[src/rtl/uart_tx_arbiter_pkg.sv]
// Shared definitions for the UART transmit arbiter: FSM encoding, parameter
// defaults and small helpers used by the arbiter and its picker.
package uart_tx_arbiter_pkg;

    typedef enum logic [1:0] {
        ST_IDLE  = 2'd0,
        ST_LOAD  = 2'd1,
        ST_START = 2'd2,
        ST_WAIT  = 2'd3
    } arb_state_t;

    localparam int DEF_CANT_REQ       = 3;
    localparam int DEF_WIDTH_WORD     = 8;
    localparam int DEF_TIMEOUT_CYCLES = 200000;
    localparam int DEF_CNT_W          = $clog2(DEF_TIMEOUT_CYCLES);

    localparam int GRANT_W = 2;
    localparam int ERR_W   = 8;

    // Error counter sticks at all-ones instead of wrapping.
    function automatic logic [ERR_W-1:0] sat_inc_err(input logic [ERR_W-1:0] v);
        return (v == {ERR_W{1'b1}}) ? v : v + ERR_W'(1);
    endfunction

endpackage

[src/rtl/uart_tx_arbiter_if.sv]
// Request/transmitter/status bundle between the byte sources, the arbiter and tx.
interface uart_tx_arbiter_if
    import uart_tx_arbiter_pkg::*;
#(
    parameter int CANT_REQ   = DEF_CANT_REQ,
    parameter int WIDTH_WORD = DEF_WIDTH_WORD
);

    logic [CANT_REQ-1:0]            i_req_valid;
    logic [CANT_REQ*WIDTH_WORD-1:0] i_req_data;
    logic [CANT_REQ-1:0]            o_req_ready;
    logic                           o_tx_start;
    logic [WIDTH_WORD-1:0]          o_data_tx;
    logic                           i_tx_done;
    logic                           o_busy;
    logic [GRANT_W-1:0]             o_grant_id;
    logic                           o_timeout;
    logic [ERR_W-1:0]               o_err_count;

    modport master (
        input  i_req_valid, i_req_data, i_tx_done,
        output o_req_ready, o_tx_start, o_data_tx, o_busy,
               o_grant_id, o_timeout, o_err_count
    );

    modport slave (
        output i_req_valid, i_req_data, i_tx_done,
        input  o_req_ready, o_tx_start, o_data_tx, o_busy,
               o_grant_id, o_timeout, o_err_count
    );

endinterface

[src/rtl/uart_tx_arbiter_rr_priority_picker.sv]
// Combinational round-robin picker: the first set request after last_grant,
// wrapping around, wins.
module rr_priority_picker
    import uart_tx_arbiter_pkg::*;
#(
    parameter int CANT_REQ = DEF_CANT_REQ
) (
    input  logic [CANT_REQ-1:0] req,
    input  logic [GRANT_W-1:0]  last_grant,
    output logic                any,
    output logic [GRANT_W-1:0]  winner
);

    int idx;

    // Scan from the lowest priority to the highest so the closest hit wins.
    always_comb begin
        any    = |req;
        winner = '0;
        idx    = 0;
        for (int i = CANT_REQ; i >= 1; i--) begin
            idx = int'(last_grant) + i;
            if (idx >= CANT_REQ) idx = idx - CANT_REQ;
            if (req[idx]) winner = GRANT_W'(idx);
        end
    end

endmodule

[src/rtl/uart_tx_arbiter.sv]
// Shares one UART transmitter among CANT_REQ byte sources, one byte per
// round-robin grant, with a watchdog on every transmission.
module uart_tx_arbiter
    import uart_tx_arbiter_pkg::*;
#(
    parameter int CANT_REQ       = DEF_CANT_REQ,
    parameter int WIDTH_WORD     = DEF_WIDTH_WORD,
    parameter int TIMEOUT_CYCLES = DEF_TIMEOUT_CYCLES
) (
    input logic                i_clock,
    input logic                i_reset,
    uart_tx_arbiter_if.master  bus
);

    localparam int                   CNT_W       = $clog2(TIMEOUT_CYCLES);
    localparam logic [CNT_W-1:0]     WD_LAST     = CNT_W'(TIMEOUT_CYCLES - 1);
    localparam logic [GRANT_W-1:0]   RESET_GRANT = GRANT_W'(CANT_REQ - 1);

    arb_state_t state, state_nxt;

    logic [GRANT_W-1:0]    last_grant;
    logic [CNT_W-1:0]      wd_cnt;
    logic [CNT_W-1:0]      wd_inc;
    logic                  pick_any;
    logic [GRANT_W-1:0]    pick_winner;
    logic                  load_grant;
    logic                  expire;
    logic [CANT_REQ-1:0]   ready_nxt;
    logic [WIDTH_WORD-1:0] win_data;

    logic [CANT_REQ-1:0]   req_ready_q;
    logic                  tx_start_q;
    logic [WIDTH_WORD-1:0] data_tx_q;
    logic                  busy_q;
    logic [GRANT_W-1:0]    grant_id_q;
    logic                  timeout_q;
    logic [ERR_W-1:0]      err_count_q;

    rr_priority_picker #(
        .CANT_REQ (CANT_REQ)
    ) u_picker (
        .req        (bus.i_req_valid),
        .last_grant (last_grant),
        .any        (pick_any),
        .winner     (pick_winner)
    );

    always_ff @(posedge i_clock) begin
        if (i_reset) state <= ST_IDLE;
        else         state <= state_nxt;
    end

    always_comb begin
        state_nxt  = state;
        load_grant = 1'b0;
        expire     = 1'b0;
        wd_inc     = wd_cnt + CNT_W'(1);
        unique case (state)
            ST_IDLE: begin
                if (pick_any) begin
                    state_nxt  = ST_LOAD;
                    load_grant = 1'b1;
                end
            end
            ST_LOAD:  state_nxt = ST_START;
            ST_START: state_nxt = ST_WAIT;
            ST_WAIT: begin
                // A done pulse in the expiry cycle still counts as success.
                if (bus.i_tx_done) begin
                    state_nxt = ST_IDLE;
                end else if (wd_inc == WD_LAST) begin
                    state_nxt = ST_IDLE;
                    expire    = 1'b1;
                end
            end
            default: state_nxt = ST_IDLE;
        endcase
    end

    always_comb begin
        ready_nxt = '0;
        win_data  = '0;
        for (int k = 0; k < CANT_REQ; k++) begin
            if (pick_winner == GRANT_W'(k)) begin
                ready_nxt[k] = load_grant;
                win_data     = bus.i_req_data[k*WIDTH_WORD +: WIDTH_WORD];
            end
        end
    end

    // Every output is a register loaded from the next-state decision.
    always_ff @(posedge i_clock) begin
        if (i_reset) begin
            last_grant  <= RESET_GRANT;
            wd_cnt      <= '0;
            req_ready_q <= '0;
            tx_start_q  <= 1'b0;
            data_tx_q   <= '0;
            busy_q      <= 1'b0;
            grant_id_q  <= '0;
            timeout_q   <= 1'b0;
            err_count_q <= '0;
        end else begin
            req_ready_q <= ready_nxt;
            tx_start_q  <= (state_nxt == ST_START);
            busy_q      <= (state_nxt != ST_IDLE);
            timeout_q   <= expire;
            if (load_grant) begin
                data_tx_q  <= win_data;
                grant_id_q <= pick_winner;
                last_grant <= pick_winner;
            end
            if (state == ST_START)     wd_cnt <= '0;
            else if (state == ST_WAIT) wd_cnt <= wd_inc;
            if (expire) err_count_q <= sat_inc_err(err_count_q);
        end
    end

    assign bus.o_req_ready = req_ready_q;
    assign bus.o_tx_start  = tx_start_q;
    assign bus.o_data_tx   = data_tx_q;
    assign bus.o_busy      = busy_q;
    assign bus.o_grant_id  = grant_id_q;
    assign bus.o_timeout   = timeout_q;
    assign bus.o_err_count = err_count_q;

endmodule

[src/flat_wrapper.sv]
// flat-port wrapper written by rule: the top's interface ports become plain ports
module uart_tx_arbiter_flat import uart_tx_arbiter_pkg::*;
#(
    parameter int CANT_REQ       = DEF_CANT_REQ,
    parameter int WIDTH_WORD     = DEF_WIDTH_WORD,
    parameter int TIMEOUT_CYCLES = DEF_TIMEOUT_CYCLES
)
  (i_clock, i_reset, bus_i_req_valid, bus_i_req_data, bus_i_tx_done, bus_o_req_ready, bus_o_tx_start, bus_o_data_tx, bus_o_busy, bus_o_grant_id, bus_o_timeout, bus_o_err_count);
  uart_tx_arbiter_if #(.CANT_REQ(CANT_REQ), .WIDTH_WORD(WIDTH_WORD)) bus_i ();
  input logic i_clock;
  input logic i_reset;
  input wire logic [$bits(bus_i.i_req_valid)-1:0] bus_i_req_valid;
  input wire logic [$bits(bus_i.i_req_data)-1:0] bus_i_req_data;
  input wire logic [$bits(bus_i.i_tx_done)-1:0] bus_i_tx_done;
  output wire logic [$bits(bus_i.o_req_ready)-1:0] bus_o_req_ready;
  output wire logic [$bits(bus_i.o_tx_start)-1:0] bus_o_tx_start;
  output wire logic [$bits(bus_i.o_data_tx)-1:0] bus_o_data_tx;
  output wire logic [$bits(bus_i.o_busy)-1:0] bus_o_busy;
  output wire logic [$bits(bus_i.o_grant_id)-1:0] bus_o_grant_id;
  output wire logic [$bits(bus_i.o_timeout)-1:0] bus_o_timeout;
  output wire logic [$bits(bus_i.o_err_count)-1:0] bus_o_err_count;
  assign bus_i.i_req_valid = bus_i_req_valid;
  assign bus_i.i_req_data = bus_i_req_data;
  assign bus_i.i_tx_done = bus_i_tx_done;
  assign bus_o_req_ready = bus_i.o_req_ready;
  assign bus_o_tx_start = bus_i.o_tx_start;
  assign bus_o_data_tx = bus_i.o_data_tx;
  assign bus_o_busy = bus_i.o_busy;
  assign bus_o_grant_id = bus_i.o_grant_id;
  assign bus_o_timeout = bus_i.o_timeout;
  assign bus_o_err_count = bus_i.o_err_count;
  uart_tx_arbiter #(.CANT_REQ(CANT_REQ), .WIDTH_WORD(WIDTH_WORD), .TIMEOUT_CYCLES(TIMEOUT_CYCLES)) u_core (.i_clock(i_clock), .i_reset(i_reset), .bus(bus_i));
endmodule
[config.mk]
export PLATFORM = sky130hd
export DESIGN_NAME = uart_tx_arbiter_flat
export DESIGN_NICKNAME = d
export VERILOG_FILES = /design/src/rtl/uart_tx_arbiter_pkg.sv /design/src/rtl/uart_tx_arbiter_if.sv /design/src/rtl/uart_tx_arbiter_rr_priority_picker.sv /design/src/rtl/uart_tx_arbiter.sv /design/src/flat_wrapper.sv
export SDC_FILE = /design/constraint.sdc
export NUM_CORES = 1
export LEC_CHECK = 0
export CAP_MARGIN = 20
export CORE_ASPECT_RATIO = 1.5
export CORE_UTILIZATION = 55
export DETAILED_ROUTE_END_ITERATION = 12
export GPL_ROUTABILITY_DRIVEN = 1
export PLACE_DENSITY_LB_ADDON = 0.08
export SYNTH_ARGS = -nofsm -noshare
export SYNTH_HDL_FRONTEND = slang
export SYNTH_SLANG_ARGS = --single-unit
[constraint.sdc]
create_clock -name i_clock -period 4.5 [get_ports i_clock]
set_input_delay 1.125 -clock i_clock [delete_from_list [all_inputs] [get_ports i_clock]]
set_output_delay 1.125 -clock i_clock [all_outputs]
set_load 0.005 [all_outputs]
# [Word-level counts from Yosys, hierarchy flattened]
# Index checks and enable logic that the tools add are counted.
[totals] latchBits=0 ram_bits=0 inputBits=30 n_memories=0 wordCells=74 regBits=46 rom_bits=0
[op_classes] order_cmp=6 n_reduce_logical=9 muxes=27 div=0 multipliers=0 eq_ne=8 bitwise_logic=4 shift=0 n_addsub=8
[ops] operator="$lt 32x4->1 const B" n=3
[ops] operator="$mux 32" n=3
[ops] operator="$mux 8" n=3
[ops] operator="$add 18x1->18 const B" n=1
[ops] operator="$eq 18x18->1 const B" n=1
[ops] operator="$mux 2" n=6
[ops] operator="$sub 3x2->4 const B" n=3
[ops] operator="$mux 1" n=11
[ops] operator="$ge 3x2->1 const B" n=3
[ops] operator="$add 8x1->8 const B" n=1
[ops] operator="$eq 2x2->1 const B" n=4
[ops] operator="$eq 8x8->1 const B" n=1
[ops] operator="$pmux 2 s4" n=1
[ops] operator="$reduce_or 2->1" n=4
[ops] operator="$add 2x2->3 const B" n=2
[ops] operator="$bmux 1 s2" n=3
[ops] operator="$eq 2x1->1 const B" n=2
[ops] operator="$logic_not 2->1" n=2
[ops] operator="$not 1->1" n=4
[ops] operator="$add 2x1->3 const B" n=1
[ops] operator="$reduce_or 3->1" n=1
[ops] operator="$reduce_and 2->1" n=1
[ops] operator="$reduce_bool 2->1" n=1

# [Logic depth before layout (Yosys ltp)]
# Gate-level depths: netlist of the first run.
[logic_depth] depth_word=13 mapped_depth=10 mapped_depth_nobuf=9

# [Cells and area by module]
# From an unflattened synthesis of the first run, not the netlist that was laid out.
[hier_totals] hier_cells=344 hier_area_um2=2641.3
[by_module_without_submodules] module="uart_tx_arbiter" cells_per_inst=328 area_each_um2=2514.9 seq_area_each_um2=900.9 instances=1
[by_module_without_submodules] module="rr_priority_picker" cells_per_inst=16 area_each_um2=126.4 seq_area_each_um2=0.0 instances=1

# [Least setup slack after synthesis of the first run]
# No wires, ideal clock.
[synth_path] kind="input to register" start="input port bus_i_req_valid[1]" end="register u_core.data_tx_q[5], in the netlist u_core.bus.o_data_tx[5]" arrival_ns=2.303 setup_time_ns=0.135 path_stages=8 required_time_ns=4.365 setup_slack_ns=2.062 path_buffers=1 cell_sequence="nor2b_1 -> o21ai_0 -> o311a_1 -> clkbuf_1 -> mux2i_1 -> nor2_1 -> o21ai_0 -> a21oi_1"
[synth_between] elab_chain_cells=10 word_cells_on_any_way=21 classes_between="eq/ne: 2; mux: 17; reduce/logical: 2"
[synth_rtl] element="start, declared" line_no="flat_wrapper.sv:12" source="input wire logic [$bits(bus_i.i_req_valid)-1:0] bus_i_req_valid;"
[synth_rtl] element="$bmux 1 s2" line_no="uart_tx_arbiter_rr_priority_picker.sv:24" source="if (req[idx]) winner = GRANT_W'(idx);"
[synth_rtl] element="$mux 1 (not written as such) (2 in series)" line_no="uart_tx_arbiter_rr_priority_picker.sv:24"
[synth_rtl] element="$mux 2 (3 in series)" line_no="uart_tx_arbiter_rr_priority_picker.sv:24"
[synth_rtl] element="$logic_not 2->1" line_no="uart_tx_arbiter.sv:84" source="if (pick_winner == GRANT_W'(k)) begin"
[synth_rtl] element="$mux 8 (3 in series)" line_no="uart_tx_arbiter.sv:84"
[synth_rtl] element="end signal, assigned" line_no="uart_tx_arbiter.sv:109" source="data_tx_q <= win_data;"
[synth_rtl] element="end, declared" line_no="uart_tx_arbiter.sv:33" source="logic [WIDTH_WORD-1:0] data_tx_q;"
# Several ways; a longest one is shown, not always the timed one. The select of a mux whose other input is x is not followed.
# A chain may end at the register's enable or synchronous reset.

# [Final worst setup path of the first run]
[layout_path] start="register u_core.wd_cnt[0]" end="register u_core.err_count_q[3], in the netlist u_core.bus.o_err_count[3]"
[layout_between] elab_chain_cells=6
[layout_rtl] element="start, declared" line_no="uart_tx_arbiter.sv:22" source="logic [CNT_W-1:0] wd_cnt;"
[layout_rtl] element="start signal, assigned" line_no="uart_tx_arbiter.sv:114" source="else if (state == ST_WAIT) wd_cnt <= wd_inc;"
[layout_rtl] element="$add 18x1->18" line_no="uart_tx_arbiter.sv:57" source="wd_inc = wd_cnt + CNT_W'(1);"
[layout_rtl] element="$eq 18x18->1" line_no="uart_tx_arbiter.sv:71" source="end else if (wd_inc == WD_LAST) begin"
[layout_rtl] element="$mux 1" line_no="uart_tx_arbiter.sv:71"
[layout_rtl] element="$mux 1" line_no="uart_tx_arbiter.sv:69" source="if (bus.i_tx_done) begin"
[layout_rtl] element="$mux 1" line_no="uart_tx_arbiter.sv:58" source="unique case (state)"
[layout_rtl] element="$reduce_and 2->1 (no line)"
[layout_rtl] element="end signal, assigned" line_no="uart_tx_arbiter.sv:115" source="if (expire) err_count_q <= sat_inc_err(err_count_q);"
[layout_rtl] element="end, declared" line_no="uart_tx_arbiter.sv:37" source="logic [ERR_W-1:0] err_count_q;"
# Every way passes these cells.

==> results of run 1 <==
logic make-up (layout without fill, tap and decap cells):
family | count (synthesis) | count (layout) | share of synthesized area, %
AO/OA/AOI/OAI | 74 | 74 | 18.95
XOR/XNOR | 4 | 4 | 1.340
adder cells (fa/ha/maj) | 6 | 6 | 2.871
buffers and inverters | 38 | 80 | 6.698
flip-flops | 45 | 45 | 34.45
multiplexers | 5 | 5 | 1.914
AND/OR/NAND/NOR | 175 | 175 | 33.78
power breakdown:
part           switching (mW)  total, mW  internal (mW)
clock                   0.138      0.319          0.181
sequential             0.0197      0.436          0.417
combinational          0.0783      0.163         0.0845
total                   0.236      0.918          0.682
cell usage after synthesis, types with 2 or more instances:
library cell                instances
sky130_fd_sc_hd__or3_1              3
sky130_fd_sc_hd__nor2_1            45
sky130_fd_sc_hd__xnor2_1            2
sky130_fd_sc_hd__a221o_1            8
sky130_fd_sc_hd__nor2b_1            2
sky130_fd_sc_hd__buf_2              5
sky130_fd_sc_hd__inv_1             16
sky130_fd_sc_hd__nand3b_1           2
sky130_fd_sc_hd__o21ai_0            9
sky130_fd_sc_hd__a21oi_1           35
sky130_fd_sc_hd__and2_1             2
sky130_fd_sc_hd__o2111ai_1          2
sky130_fd_sc_hd__nor3b_1            3
sky130_fd_sc_hd__dfxtp_1           45
sky130_fd_sc_hd__a311o_1            3
sky130_fd_sc_hd__xor2_1             2
sky130_fd_sc_hd__nand3_2            2
sky130_fd_sc_hd__nor3_2             2
sky130_fd_sc_hd__ha_1               6
sky130_fd_sc_hd__mux2i_1            5
sky130_fd_sc_hd__nand4_1            6
sky130_fd_sc_hd__and3_1             9
sky130_fd_sc_hd__nand3_1            9
sky130_fd_sc_hd__a21o_1             4
sky130_fd_sc_hd__or2_2              3
sky130_fd_sc_hd__clkbuf_1          12
sky130_fd_sc_hd__nand2_1           43
sky130_fd_sc_hd__a21oi_2            2
sky130_fd_sc_hd__nor3_1            25
sky130_fd_sc_hd__nand2b_1           4
sky130_fd_sc_hd__nor4_1             6
sky130_fd_sc_hd__buf_6              3
sky130_fd_sc_hd__and4_1             5
sequential cells by signal, summed over array words and instances (netlist names), 2 cells and up:
signal and cells:
u_core.wd_cnt 18, u_core.bus.o_data_tx 8, u_core.bus.o_err_count 8, u_core.bus.o_req_ready 3, u_core.bus.o_grant_id 2, u_core.state 2
cell usage in the layout (no fill, tap or decap), drive strengths merged, types with 2 or more instances in the layout:
cell / n
a21oi: 37
o2111ai: 2
mux2i: 5
nor3b: 3
buf: 2
nand2b: 4
nor3: 27
nand2: 43
nor2: 45
o21ai: 10
a221o: 8
nand3: 11
xor2: 2
nand4: 7
a21o: 4
inv: 16
xnor2: 2
and4: 5
nor2b: 2
a311o: 3
dfxtp: 45
clkbuf: 7
clkdlybuf4s50: 53
and3: 9
or2: 3
ha: 6
and2: 2
nor4: 7
nand3b: 2
or3: 3
final cells by class:
| cell class | count | area, sq um | area share (%) |
|---|---|---|---|
| clock buffers | 6 | 82.58 | 2.540 |
| clock inverters | 2 | 37.54 | 1.155 |
| well taps | 64 | 80.08 | 2.463 |
| flip-flops and latches | 45 | 900.9 | 27.71 |
| multi-input cells | 264 | 1539 | 47.34 |
| inverters | 16 | 60.06 | 1.848 |
| repair buffers | 56 | 550.5 | 16.94 |
worst min-delay path by stage:
stage / start / to / slack (ps) / cells after the start
5_1_grt: u_core.bus.o_data_tx[5] / u_core.bus.o_data_tx[5] / 500 / 2
4_1_cts: u_core.bus.o_grant_id[1] / u_core.bus.o_grant_id[1] / 470 / 2
2_1_floorplan: u_core.bus.o_data_tx[5] / u_core.bus.o_data_tx[5] / 450 / 2
3_5_place_dp: u_core.bus.o_grant_id[1] / u_core.bus.o_grant_id[1] / 460 / 2
6_report: u_core.bus.o_grant_id[1] / u_core.bus.o_grant_id[1] / 460 / 2
3_3_place_gp: u_core.bus.o_grant_id[1] / u_core.bus.o_grant_id[1] / 450 / 2
per-layer routing:
layer / GRT usage (%) / vias up / wire, um
met5: 0 / - / 0
met4: 15.80 / 0 / 233
met3: 5.373 / 22 / 325
met2: 53.40 / 77 / 3531
met1: 29.04 / 1198 / 2570
li1: - / 1320 / -
worst register-to-register path: cells and delay by family, from the launching register on:
family | cells | cell delay, ps
AND/OR/NAND/NOR | 3 | 1330
flip-flops | 1 | 440
adder cells (fa/ha/maj) | 1 | 350
AO/OA/AOI/OAI | 3 | 600
multiplexers | 1 | 340
==> summary.md, run 1 <==
| Metric | Value |
|---|---|
| Number of buffers inserted during clock tree synthesis | `5` |
| IO Port Bufs | `53` |
| Filler Cells Inserted | `386` |
| Clk Latency, worst-skew pair | `300 ps` |
| Nature of the critical path endpoint | `flop` |
| Worst path slowest cell | `sky130_fd_sc_hd__nor3_2` |
| Clk_skew | `8.104 ps` |
| Synthesized instance count | `347` |
| Maximum fanout encountered on the critical timing path | `12` |
| PostCTS Resize Cnt | `0` |
| Worst-case register-to-register setup slack | `1360 ps` |
| Worst slack at placement | `1216 ps` |
| Proportion of synthesized chip area in sequential cells | `34.45%` |
| Global route total overflow | `0` |
| Final TNS setup | `0 ps` |
| Worst Reg2Reg Path Length in Cells | `8` |
| Maximum cell stage delay along the critical path | `710 ps` |
| Deepest level of the CTS H-tree | `2` |
| Setup-failing EPs final | `0` |
| Power density cells | `282.3 nW/um^2` |
| Maximum vdd drop | `0.1994 mV` |
| Total power draw | `0.9177 mW` |
| Final core utilization | `71.57%` |
| Family with the most delay on the worst path | `simple AND/OR/NAND/NOR gates` |
| Post-route cell area | `3251 sq um` |
| Hold WS | `464.8 ps` |
| Area share of the largest cell type after synthesis | `34.45%` |
| Launch point of the critical path | `u_core.wd_cnt[0]` |
| Required time at the worst-slack endpoint | `4700 ps` |
| Number of standard cells in the final layout excluding fillers | `453` |
| EDFF count, synth | `0` |
| First-iteration detailed-routing DRC count | `129` |
| CTS tree | `yes` |
| Fraction of registers with async set/reset | `0%` |
| Number of buffers between clock root and the deepest sink | `2` |
| Synthesized cell area | `2615 sq um` |
| Wire length per cell | `14.70 um` |
| Y dimension of the die | `86.45 um` |
| Buffers inserted during post-CTS setup optimization | `0` |
| Area post-placement | `3126 sq um` |
| Data arrival time of the critical path | `3340 ps` |
| Critical Path Stages | `8` |
| Final wirelength | `6.661 mm` |
| First-pass GRT wire length | `11.29 mm` |
| Largest net degree at the start of global routing | `21` |
| Startpoint of the worst register-to-register path | `u_core.wd_cnt[0]` |
| Clk sinks | `45` |
| Ys flop type | `sky130_fd_sc_hd__dfxtp_1` |
| Result of the run | `completed` |
| Final max-slew violation count | `0` |
| Hold violation count in the final report | `0` |
| Boundary Pins | `54` |
| Synthesized net count | `383` |
| Clock-pin slew reported for the worst setup and hold paths after clock tree synthesis | `90 ps` |
| Die area | `5040 sq um` |
| Gpl congestion | `0.8864` |
| Minimum clock period | `3141 ps` |
| Via density per instance | `5.777` |
| Initial Utilization | `57.58%` |
| Category of the worst setup path launch point | `flop` |
| Layout Area Growth over Synthesis | `24.31%` |
| DRC violations left | `0` |
| Max-Cap Viols | `0` |
| Floorplan row count | `30` |
| Setup slack after layout | `1359 ps` |
| N_diodes | `0` |
| Cell type contributing the most total cell area after synthesis | `sky130_fd_sc_hd__dfxtp_1` |
| Worst min-delay path category | `reg2reg` |
| HPWL after detailed placement | `4.880 mm` |
| Ratio of cells with drive above 1 in the final layout | `5.913%` |
| Vias post-DR | `2617` |
| Transition time at the pin with the least slew margin | `903.3 ps` |
| Number of distinct standard cells referenced by the synthesized netlist | `50` |
| Overall routing resource usage | `28.64%` |
| Floorplan die width | `58.30 um` |
| Core Footprint | `4542 sq um` |
| Capture instance of the worst register-to-register path | `u_core.bus.o_err_count[3]` |
| Fmax | `318.3 MHz` |
| Final #Nets | `424` |
| Unrepaired setup endpoints after global routing | `no` |
| Rel. slew slack | `39.78%` |
| Dominant cells by area after synthesis | `sky130_fd_sc_hd__dfxtp_1 (34%), sky130_fd_sc_hd__a21oi_1 (6.7%), sky130_fd_sc_hd__nor2_1 (6.5%)` |
| Syn avg cell area | `7.536 sq um` |
| Cell leakage power | `1.175 nW` |
| Post-detailed-route count of antenna-violating nets | `0` |
| Kind of critical path | `reg2reg` |
| Number of global-route vias before repair | `2626` |
| CP Buf/Inv Count | `0` |
| Hold_buf cts | `0` |
| Initial antenna violation count | `0` |
| Flip-flop and latch count after synthesis | `45` |
| Placed Cells | `444` |
| List of cells traversed by the critical path | `ha_1, and4_1, nand4_1, mux2i_1, o2111ai_1, nor3_2, a21oi_1, o21ba_1` |
| Final period util | `69.80%` |
| Detailed-router iteration count before antenna repair | `4` |
| Warnings from Yosys | `0` |
| Capturing instance or port of the critical path | `u_core.bus.o_err_count[3]` |
| Root buffer selected by CTS | `sky130_fd_sc_hd__clkbuf_8` |
Power figures use the tool's default switching activity.
==> inputs of run 2 (changes only) <==
--- a/config.mk
+++ b/config.mk
@@ -7,7 +7,7 @@
 export LEC_CHECK = 0
 export CAP_MARGIN = 20
 export CORE_ASPECT_RATIO = 1.5
-export CORE_UTILIZATION = 55
+export CORE_UTILIZATION = 51
 export DETAILED_ROUTE_END_ITERATION = 12
 export GPL_ROUTABILITY_DRIVEN = 1
 export PLACE_DENSITY_LB_ADDON = 0.08
==> constraint.sdc (replaced) <==
create_clock -name i_clock -period 2.9 [get_ports i_clock]
set_input_delay 0.725 -clock i_clock [delete_from_list [all_inputs] [get_ports i_clock]]
set_output_delay 0.725 -clock i_clock [all_outputs]
set_load 0.005 [all_outputs]
==> run 2 against run 1 <==
Effect of this change:
- non-clock buffer count is 3 higher
- critical path depth increased by 1
- cell area increased by 1.4%
- register-to-register slack got worse by 1100 ps
- largest cell class unchanged
==> summary.md, run 2 (same netlist as run 1, synthesis figures left out) <==
| Metric | Value |
|---|---|
| Ratio of cells with drive above 1 in the final layout | `6.633% (+0.72 points)` |
| Final #Nets | `427 (+0.71%)` |
| Final max-slew violation count | `0 (unchanged)` |
| Cell leakage power | `1.202 nW (+2.3%)` |
| Deepest level of the CTS H-tree | `2 (unchanged)` |
| Largest net degree at the start of global routing | `46 (+120%)` |
| Post-detailed-route count of antenna-violating nets | `0 (unchanged)` |
| Register bank with the most flops | `u_core.wd_cnt` |
| Root buffer selected by CTS | `sky130_fd_sc_hd__clkbuf_8` |
| Max-Cap Viols | `0 (unchanged)` |
| Gpl congestion | `0.8949 (+0.96%)` |
| Clock-pin slew reported for the worst setup and hold paths after clock tree synthesis | `90 ps (about the same)` |
| Hold WS | `459.9 ps (-4.960 ps)` |
| Power dissipated by switching net loads | `0.3894 mW (+65%)` |
| Total power draw | `1.519 mW (+66%)` |
| Kind of critical path | `reg2reg` |
| Hold_buf cts | `0 (unchanged)` |
| Hold violation count in the final report | `0 (unchanged)` |
| Commonest cells after routing, fill and taps aside | `sky130_fd_sc_hd__clkdlybuf4s50_1 (53), sky130_fd_sc_hd__nor2_1 (45), sky130_fd_sc_hd__dfxtp_1 (45)` |
| Launch point of the critical path | `u_core.wd_cnt[0]` |
| DRC violations left | `0 (unchanged)` |
| Maximum fanout encountered on the critical timing path | `12 (unchanged)` |
| Die area | `5424 sq um (+7.6%)` |
| Internal power | `1.130 mW (+66%)` |
| Layout Area Growth over Synthesis | `26.03%` |
| N_diodes | `0 (unchanged)` |
| Result of the run | `completed` |
| Initial Utilization | `53.51% (-4.1 points)` |
| Overall routing resource usage | `25.84% (-2.8 points)` |
| Worst min-delay path category | `reg2reg` |
| First-pass GRT wire length | `10.94 mm (-3.1%)` |
| Final period util | `91.10% (+21 points)` |
| Detailed-router iteration count before antenna repair | `5 (+1)` |
| Startpoint of the worst register-to-register path | `u_core.wd_cnt[0]` |
| Number of buffers between clock root and the deepest sink | `2 (unchanged)` |
| First-iteration detailed-routing DRC count | `77 (-40%)` |
| Power density cells | `460.9 nW/um^2 (+63%)` |
| Flip-flop count of the largest register, all copies and words added | `18 (unchanged)` |
| Wire length per cell | `14.72 um (+0.13%)` |
| Sequential cell area | `900.9 sq um (unchanged)` |
| Worst Reg2Reg Path Length in Cells | `9 (+1)` |
| Floorplan die width | `60.47 um (+3.7%)` |
| Final TNS setup | `0 ps (unchanged)` |
| Initial antenna violation count | `0 (unchanged)` |
| Number of buffers inserted during clock tree synthesis | `5 (unchanged)` |
| Clk_skew | `10.25 ps (+2.149 ps)` |
| Category of the worst setup path launch point | `flop` |
| Setup-failing EPs final | `0 (unchanged)` |
| Number of global-route vias before repair | `2502 (-4.7%)` |
| Capture instance of the worst register-to-register path | `u_core.bus.o_err_count[1]` |
| Leading cell type in the layout, fill and taps excluded | `sky130_fd_sc_hd__clkdlybuf4s50_1` |
| Minimum clock period | `2642 ps (-499.2 ps)` |
| Area of combinational cells with multiple inputs | `1539 sq um (unchanged)` |
| Core Footprint | `4887 sq um (+7.6%)` |
| Buffers inserted during post-CTS setup optimization | `0 (unchanged)` |
| Final core utilization | `67.43% (-4.1 points)` |
| Capturing instance or port of the critical path | `u_core.bus.o_err_count[1]` |
| Share of total power in the clock network | `38.1% (+3.4 points)` |
| HPWL after detailed placement | `4.789 mm (-1.9%)` |
| Rel. slew slack | `51.28% (+12 points)` |
| Clk sinks | `45 (unchanged)` |
| Worst-case register-to-register setup slack | `260 ps (-1100 ps)` |
| Unrepaired setup endpoints after global routing | `no` |
| Y dimension of the die | `89.70 um (+3.8%)` |
| Part of the total power dissipated in combinational logic | `17.5% (-0.2 points)` |
| Clk Latency, worst-skew pair | `300 ps (about the same)` |
| CTS tree | `yes` |
| Filler Cells Inserted | `443 (+15%)` |
| Switching share of power | `25.63% (-0.089 points)` |
| Transition time at the pin with the least slew margin | `729.8 ps (-173.6 ps)` |
| IO Port Bufs | `53 (unchanged)` |
| Global route total overflow | `0 (unchanged)` |
| Via density per instance | `5.753 (-0.41%)` |
| Vias post-DR | `2635 (+0.69%)` |
| Required time at the worst-slack endpoint | `3090 ps (-1610 ps)` |
| Fmax | `378.5 MHz (+19%)` |
| PostCTS Resize Cnt | `0 (unchanged)` |
| Setup slack after layout | `258.0 ps (-1101 ps)` |
| Maximum vdd drop | `0.2890 mV (+45%)` |
| Data arrival time of the critical path | `2830 ps (-510 ps)` |
| Boundary Pins | `54 (unchanged)` |
| Floorplan row count | `31 (+3.3%)` |
| Share of power burned in registers | `44.4% (-3.1 points)` |
| Worst slack at placement | `126.0 ps (-1090 ps)` |
| Nature of the critical path endpoint | `flop` |
| Final wirelength | `6.743 mm (+1.2%)` |
[run 2: routing by layer]
metal | vias up | global-route usage (%) | wire length, um
met5 | - | 0 | 0
met4 | 0 | 11.74 | 154
met3 | 12 | 5.036 | 312
met2 | 63 | 46.79 | 3529
met1 | 1243 | 27.08 | 2747
li1 | 1317 | - | -
[run 2: worst min path at each step]
stage                              from                       end  slack [ps]  cells after the start
2_1_floorplan   u_core.bus.o_data_tx[5]   u_core.bus.o_data_tx[5]         450                      2
3_3_place_gp   u_core.bus.o_grant_id[1]  u_core.bus.o_grant_id[1]         440                      2
3_5_place_dp   u_core.bus.o_grant_id[1]  u_core.bus.o_grant_id[1]         450                      2
4_1_cts        u_core.bus.o_grant_id[1]  u_core.bus.o_grant_id[1]         460                      2
5_1_grt        u_core.bus.o_grant_id[1]  u_core.bus.o_grant_id[1]         490                      2
6_report       u_core.bus.o_grant_id[1]  u_core.bus.o_grant_id[1]         460                      2
[run 2: cell type report]
type | instances | area share (%)
tap | 66 | 2.506
timing repair buffer | 59 | 17.46
multi-input combinational | 264 | 46.70
sequential | 45 | 27.33
clock buffer | 5 | 2.088
inverter | 16 | 1.822
clock inverter | 3 | 2.088
[run 2: power by group through the flow]
stage	clock [mW]	combinational [mW]	sequential (mW)
2_1_floorplan	0	0.146	0.676
3_3_place_gp	0	0.261	0.688
3_5_place_dp	0	0.265	0.689
4_1_cts	0.593	0.266	0.674
5_1_grt	0.616	0.294	0.679
6_report	0.579	0.266	0.674
[run 2: worst max-delay path, stage by stage (launching register included)]
cell	delay (ps)
sky130_fd_sc_hd__dfxtp_1	440
sky130_fd_sc_hd__ha_1	320
sky130_fd_sc_hd__and4_1	330
sky130_fd_sc_hd__nand4_1	270
sky130_fd_sc_hd__mux2i_1	300
sky130_fd_sc_hd__o2111ai_1	210
sky130_fd_sc_hd__nor3_2	200
sky130_fd_sc_hd__buf_4	210
sky130_fd_sc_hd__mux2i_1	190
sky130_fd_sc_hd__nor2_1	50
[run 2: per-stage QoR]
step | std cells | area (sq um)
3_3_place_gp | 449 | 3151
2_1_floorplan | 347 | 2615
5_1_grt | 458 | 3296
3_5_place_dp | 449 | 3151
4_1_cts | 457 | 3288
6_report | 458 | 3296
